$ cat src/rtl/fill_readout_pkg.sv
// Shared types and word packing for the fill readout sequencer.
// Header = {tag, fill, sample count}; trailer = {tag, timeout flag, 7'b0, xor fold}.
package fill_readout_pkg;

    typedef enum logic [2:0] {
        IDLE,
        HEADER,
        CAPTURE,
        TRAILER,
        DONE
    } state_t;

    localparam logic [7:0] HDR_TAG_DEF  = 8'hA5;
    localparam logic [7:0] TRL_TAG_DEF  = 8'h5A;
    localparam int         TAG_LSB      = 24;
    localparam int         HDR_FILL_LSB = 16;
    localparam int         TRL_TMO_BIT  = 23;

    function automatic logic [31:0] pack_hdr(input logic [7:0]  tag,
                                             input logic [7:0]  fill,
                                             input logic [15:0] nsamp);
        logic [31:0] w;
        w                       = '0;
        w[TAG_LSB +: 8]         = tag;
        w[HDR_FILL_LSB +: 8]    = fill;
        w[15:0]                 = nsamp;
        return w;
    endfunction

    function automatic logic [31:0] pack_trl(input logic [7:0]  tag,
                                             input logic        tmo,
                                             input logic [15:0] fold);
        logic [31:0] w;
        w                 = '0;
        w[TAG_LSB +: 8]   = tag;
        w[TRL_TMO_BIT]    = tmo;
        w[15:0]           = fold;
        return w;
    endfunction

endpackage

$ cat src/rtl/fill_readout_sequencer_xor_fold_accum.sv
// 32-bit running XOR of accepted samples, folded to 16 bits; clear wins over enable.
// Fold is combinational from the accumulator, valid the cycle after the last enable.
module xor_fold_accum (
    input  logic        clk,
    input  logic        reset,
    input  logic        clr,
    input  logic        en,
    input  logic [31:0] din,
    output logic [15:0] fold
);

    logic [31:0] acc;

    always_ff @(posedge clk or posedge reset) begin
        if (reset) begin
            acc <= '0;
        end else if (clr) begin
            acc <= '0;
        end else if (en) begin
            acc <= acc ^ din;
        end
    end

    assign fold = acc[31:16] ^ acc[15:0];

endmodule

$ cat src/rtl/fill_readout_sequencer.sv
// Streams header, NUM_SAMPLES pass-through samples and trailer per go edge; header one cycle after go.
// Header/trailer held until outReady; samples pass straight through with sampleReady = outReady.
module fill_readout_sequencer
    import fill_readout_pkg::*;
#(
    parameter int         NUM_SAMPLES = 1024,
    parameter int         TIMEOUT_CYC = 4096,
    parameter logic [7:0] HDR_TAG     = HDR_TAG_DEF,
    parameter logic [7:0] TRL_TAG     = TRL_TAG_DEF
) (
    input  logic        clk,
    input  logic        reset,
    input  logic        go,
    input  logic [7:0]  fillNum,
    output logic        done,
    output logic        busy,
    input  logic [31:0] sampleData,
    input  logic        sampleValid,
    output logic        sampleReady,
    output logic [31:0] outData,
    output logic        outValid,
    input  logic        outReady,
    output logic        missedGo,
    output logic        timedOut
);

    localparam int              TW       = $clog2(TIMEOUT_CYC + 1);
    localparam logic [15:0]     NS16     = 16'(NUM_SAMPLES);
    localparam logic [15:0]     LAST_IDX = 16'(NUM_SAMPLES - 1);
    localparam logic [TW-1:0]   TMO_LAST = TW'(TIMEOUT_CYC - 1);

    state_t         state, state_nxt;
    logic           go_prev;
    logic           go_rise;
    logic           start;
    logic           xfer;
    logic           tmo_hit;
    logic [7:0]     fill;
    logic [15:0]    count;
    logic [TW-1:0]  tmo_cnt;
    logic           tmo;
    logic [15:0]    fold;

    assign go_rise  = go & ~go_prev;
    assign start    = (state == IDLE) && go_rise;
    assign xfer     = (state == CAPTURE) && sampleValid && outReady;
    // A starved cycle can never also be a transfer, so a transfer always beats the limit.
    assign tmo_hit  = (state == CAPTURE) && !sampleValid && (tmo_cnt == TMO_LAST);
    assign busy     = (state != IDLE);
    assign missedGo = go_rise && (state != IDLE);

    always_ff @(posedge clk or posedge reset) begin
        if (reset) begin
            state    <= IDLE;
            go_prev  <= 1'b0;
            fill     <= '0;
            count    <= '0;
            tmo_cnt  <= '0;
            tmo      <= 1'b0;
            timedOut <= 1'b0;
        end else begin
            state    <= state_nxt;
            go_prev  <= go;
            timedOut <= tmo_hit;
            if (start) begin
                fill    <= fillNum;
                count   <= '0;
                tmo_cnt <= '0;
                tmo     <= 1'b0;
            end else if (xfer) begin
                count   <= count + 16'd1;
                tmo_cnt <= '0;
            end else if ((state == CAPTURE) && !sampleValid) begin
                tmo_cnt <= tmo_cnt + TW'(1);
                if (tmo_hit) begin
                    tmo <= 1'b1;
                end
            end
        end
    end

    always_comb begin
        state_nxt   = state;
        outValid    = 1'b0;
        outData     = '0;
        sampleReady = 1'b0;
        done        = 1'b0;
        case (state)
            IDLE: begin
                if (go_rise) state_nxt = HEADER;
            end
            HEADER: begin
                outValid = 1'b1;
                outData  = pack_hdr(HDR_TAG, fill, NS16);
                if (outReady) state_nxt = CAPTURE;
            end
            CAPTURE: begin
                outValid    = sampleValid;
                outData     = sampleData;
                sampleReady = outReady;
                if ((xfer && (count == LAST_IDX)) || tmo_hit) state_nxt = TRAILER;
            end
            TRAILER: begin
                outValid = 1'b1;
                outData  = pack_trl(TRL_TAG, tmo, fold);
                if (outReady) state_nxt = DONE;
            end
            DONE: begin
                done      = 1'b1;
                state_nxt = IDLE;
            end
            default: state_nxt = IDLE;
        endcase
    end

    xor_fold_accum u_xor (
        .clk   (clk),
        .reset (reset),
        .clr   (start),
        .en    (xfer),
        .din   (sampleData),
        .fold  (fold)
    );

endmodule

$ cat config.mk
export PLATFORM = sky130hd
export DESIGN_NAME = fill_readout_sequencer
export DESIGN_NICKNAME = d
export VERILOG_FILES = /design/src/rtl/fill_readout_pkg.sv /design/src/rtl/fill_readout_sequencer_xor_fold_accum.sv /design/src/rtl/fill_readout_sequencer.sv
export SDC_FILE = /design/constraint.sdc
export NUM_CORES = 1
export LEC_CHECK = 0
export CAP_MARGIN = 20
export CORE_ASPECT_RATIO = 1.5
export CORE_MARGIN = 4
export CORE_UTILIZATION = 30
export DETAILED_ROUTE_END_ITERATION = 6
export SETUP_SLACK_MARGIN = 0.05
export SLEW_MARGIN = 10
export SYNTH_ARGS = -nofsm -noshare
export SYNTH_HDL_FRONTEND = slang
export SYNTH_HIERARCHICAL = 1
export SYNTH_SLANG_ARGS = --single-unit
$ cat constraint.sdc
create_clock -name clk -period 3.5 [get_ports clk]
set_clock_uncertainty 0.05 [all_clocks]
set_input_delay 0.7 -clock clk [delete_from_list [all_inputs] [get_ports clk]]
set_output_delay 0.7 -clock clk [all_outputs]
set_load 0.02 [all_outputs]
Word-level counts from Yosys, hierarchy flattened
Cells that the tools add are included.

Register bits: 75. Logic and storage cells: 63. Bits of input ports: 45.

$add $sub $neg: 2. Equality and inequality tests: 11. Muxes and demuxes: 20. Reductions and logical operators: 18. Bitwise operators: 4.

Operator list (count): $pmux W32 S3 (1); $mux W32 (2); $mux W13 (3); $mux W16 (2); $xor A32 B32 Y32 (1); $add A16 B1 Y16 const B (1); $eq A16 B10 Y1 const B (1); $xor A16 B16 Y16 (1); $add A13 B1 Y13 const B (1); $eq A13 B12 Y1 const B (1); $mux W3 (4); $pmux W3 S4 (1); $ne A2 B2 Y1 const B (4); $logic_and A1 B1 Y1 (7); $eq A3 B2 Y1 const B (2); $mux W1 (6); $reduce_bool A2 Y1 (3); $reduce_bool A3 Y1 (2); $reduce_and A4 Y1 (1); $eq A3 B1 Y1 const B (1); $eq A3 B3 Y1 const B (1); $logic_not A3 Y1 (1); $reduce_and A3 Y1 (1); $ne A2 B1 Y1 const B (1); 6 further kinds (6).

Logic depth before layout (Yosys ltp)
Word-level depth: 7. Gate-level depth with buffers: 8. Gate-level depth less buffers: 6.

Modules after synthesis
Netlist, hierarchy kept.

By module, submodules not included: fill_readout_sequencer (area each 2403.6 sq um, instances 1, cells each 252); xor_fold_accum (area each 1845.5 sq um, instances 1, cells each 155).

Worst setup path before layout
OpenSTA, ideal clock, no wires.

Kind: reg2out. From: register state[2]. To: output port outData[0]. Arrival: 1.668 ns. Path slack: 1.082 ns. Data required time: 2.750 ns. Cell stages (with the launch flop): 5. Buffers on the path: 2. Cells stage by stage: dfrtp_1 -> clkbuf_1 -> nor3b_1 -> clkbuf_1 -> a22o_1.

Word-level cells in the longest chain between the ends: 2.

RTL lines: start: declaration (line fill_readout_sequencer.sv:32) `state_t state, state_nxt;`; start signal: assignment (line fill_readout_sequencer.sv:62) `state <= state_nxt;`; $eq A3 B2 Y1 / $eq A3 B1 Y1 (equally long branches) (line fill_readout_sequencer.sv:88) `case (state)`; $pmux W32 S3 * (line fill_readout_sequencer.sv:88); end: declaration (line fill_readout_sequencer.sv:20) `output logic [31:0] outData,`.

Every way passes the cells marked *; elsewhere a longest branch is shown, timed or not.

Final worst setup path
From: register state[1]. To: output port outData[6].

Same word-level chain as after synthesis.

==> impl_results.md <==
* Status: complete, no violations
* Mux share of post-synthesis cell area at 2.856%
* Period utilization at 92.05%
* Setup tns final at 0 ns
* Endpoints failing setup at 0
* Asr flop ratio synth at 100.0%
* Crit path launch type: register
* CP Class: reg2out
* Pin count of the biggest net entering global routing at 40
* IO Port Bufs at 82
* Routed wire length at 11030 um
* Place WS at 0.6332 ns
* Setup bufs post-CTS at 0
* Die area at 16170 um2
* DIE WIDTH at 105.2 um
* Nets at 534
* Core area at 13930 um2
* Crit path max fanout at 11
* Main combinational cell family by area after synthesis: compound AO/OA/AOI/OAI gates
* Number of flops mapped to enable cells by yosys at 0
* Ys Warns at 6
* Rows at 53
* Share of cells above drive strength 1 at 15.24%
* Max-cap violations at 0
* Clock transition at path regs at 0.07 ns
* Compound-Gate Fraction of Synth Area at 22.97%
* GRT Overall Usage at 14.20%
* Post-synthesis area per instance at 10.44 um2
* CTS Sinks at 75
* Sequential area share after synthesis at 44.17%
* Post-Syn Area at 4249 um2
* I/O pins at 83
* Vias in the first global route at 3533
* Post-layout min period at 3.222 ns
* Least-Margin Pin Slew at 0.8335 ns
* Post-cts resize count at 0
* Skew-Pair Late Insertion Delay at 0.34 ns
* Post-DP HPWL at 7864 um
* Pins Over Slew Limit at 0
* Die Y at 153.8 um
* Initial DRC Count at 106
* Count of final hold-check violations at 0
* WL/cell at 16.78 um
* Htree depth at 3
* Via count at 3406
* Final core occ at 39.79%
* Max clock buf depth at 2
* Cells after Synth at 407
* CTS Hold Buffers Added at 0
* Layout filler cell count at 1370
* Crit path capture type: output pin
* Crit path arrival time at 2.47 ns
* Main synth FF type: dfrtp_1
* Synth Area in Adders at 0.5889%
* Final Power at 0.004177 W
* Initial Utilization at 30.51%
* Routability cong. at 0.8535
* Post-synthesis simple-gate area fraction at 17.37%
* First-pass GRT wire length at 18290 um
* Max VDD drop at 0.0003166 V
* Slew headroom at 44.37%
* ANT cells at 0
* Worst setup margin at 0.2782 ns
* Drt drc at 0
* Synthesized Nets at 454
* Pwr/cell area at 753.7 nW/um2
* Layout area overhead at 30.42%
* CP required at 2.75 ns
* Post-Synth XOR/XNOR Area at 7.214%
* Initial antenna violation count at 0
* Iteration count of the initial detailed-routing pass at 4
* CTS buffer count at 9
* Yosys reg bits at 75
* FMAX at 310.4 MHz
* Routed Antenna Nets at 0
* Min-Delay Path Class: reg2reg
* RSZ-0062 raised after global routing: false
* Pleak at 2.353 nW
* Synth cell types at 42
* TritonCTS clock tree: yes
* Clock Tree Root: clkbuf_16
* Global route overflow at 0
* Vias per inst at 5.184
-- path summary, 6_finish.rpt --
kind                       cells past startpoint             to     start  slack, ns
max                                            5     outData[6]  state[1]       0.28
max reg2reg                                    4      count[11]  state[1]       0.93
min                                            1            tmo       tmo       0.45
max in group asynchronous                      3  u_xor/acc[25]     reset       1.87
min in group asynchronous                      2        fill[3]     reset       0.70
min reg2reg                                    1            tmo       tmo       0.45
-- cell usage in the layout (no fill, tap or decap), types with 10 or more instances in the layout --
master           instances
clkdlybuf4s50_1         82
dfrtp_1                 75
nand3b_1                33
a21bo_1                 28
nor2_1                  26
a21oi_2                 26
a22o_1                  22
xor2_1                  19
a21oi_1                 17
xnor2_1                 16
nand2_1                 12
inv_1                   12
buf_4                   10
-- metal layers --
layer | GRT usage, % | part of all wire (%)
met1 | 16.94 | 42
met2 | 24.55 | 52
met3 | 3.612 | 3.8
met4 | 5.253 | 2.2
met5 | 0 | 0
-- sequential cells by signal, summed over array words and instances, names as in the netlist --
name       count
tmo_cnt       13
tmo            1
timedOut       1
count         16
fill           8
go_prev        1
state          3
u_xor/acc     32
-- logic make-up after synthesis --
group	after synthesis
mux	11
simple gates	125
xor+xnor	35
flops	75
compound gates	119
fa+ha+maj	2
buf+inv	40
-- cell type report --
cell class                      instances  area, um2  area share [%]
Clock buffer                            9      225.2           4.064
Clock inverter                          7      58.81           1.061
Inverter                               15      56.30           1.016
Multi-Input combinational cell        292       2182           39.38
Sequential cell                        75       1877           33.87
Tap cell                              165      206.4           3.725
Timing Repair Buffer                   94      935.9           16.89
-- synthesized netlist by cell type, types with 8 or more instances --
master     n  area (um2)
xor2_1    19       166.4
nor2_1    26       97.59
nand3_1    8       40.04
clkbuf_1  12       45.04
a21oi_1   17       85.08
nand3b_1  33       247.7
a21o_1     8       60.06
a21oi_2   26       227.7
inv_1     15       56.30
xnor2_1   16       140.1
a22o_1    22       192.7
dfrtp_1   75        1877
nand2_1   12       45.04
mux2_2     9       101.4
a21bo_1   28       280.3
-- power by group --
group / switching [W] / internal, W / leakage [nW]
logic: 0.000962 / 0.00101 / 1.22
clock network: 0.000402 / 0.000491 / 0.138
registers: 0.000222 / 0.00109 / 0.998
total: 0.00159 / 0.00259 / 2.35
-- critical path, cell delays in order, from the launching register on --
cell,delay (ns)
dfrtp_1,0.63
inv_1,0.20
nor3b_2,0.26
buf_4,0.24
a22o_1,0.16
clkdlybuf4s50_1,0.63
-- per-stage QoR --
stage          cells  hold WS, ns  instance area (um2)
6_report         657       0.4545                 5542
5_1_grt          657       0.4649                 5542
4_1_cts          657       0.4523                 5542
3_5_place_dp     641       0.4364                 5258
3_3_place_gp     641       0.4231                 5258
2_1_floorplan    407       0.4083                 4249
No activity file was read; power rests on OpenSTA's default activity.
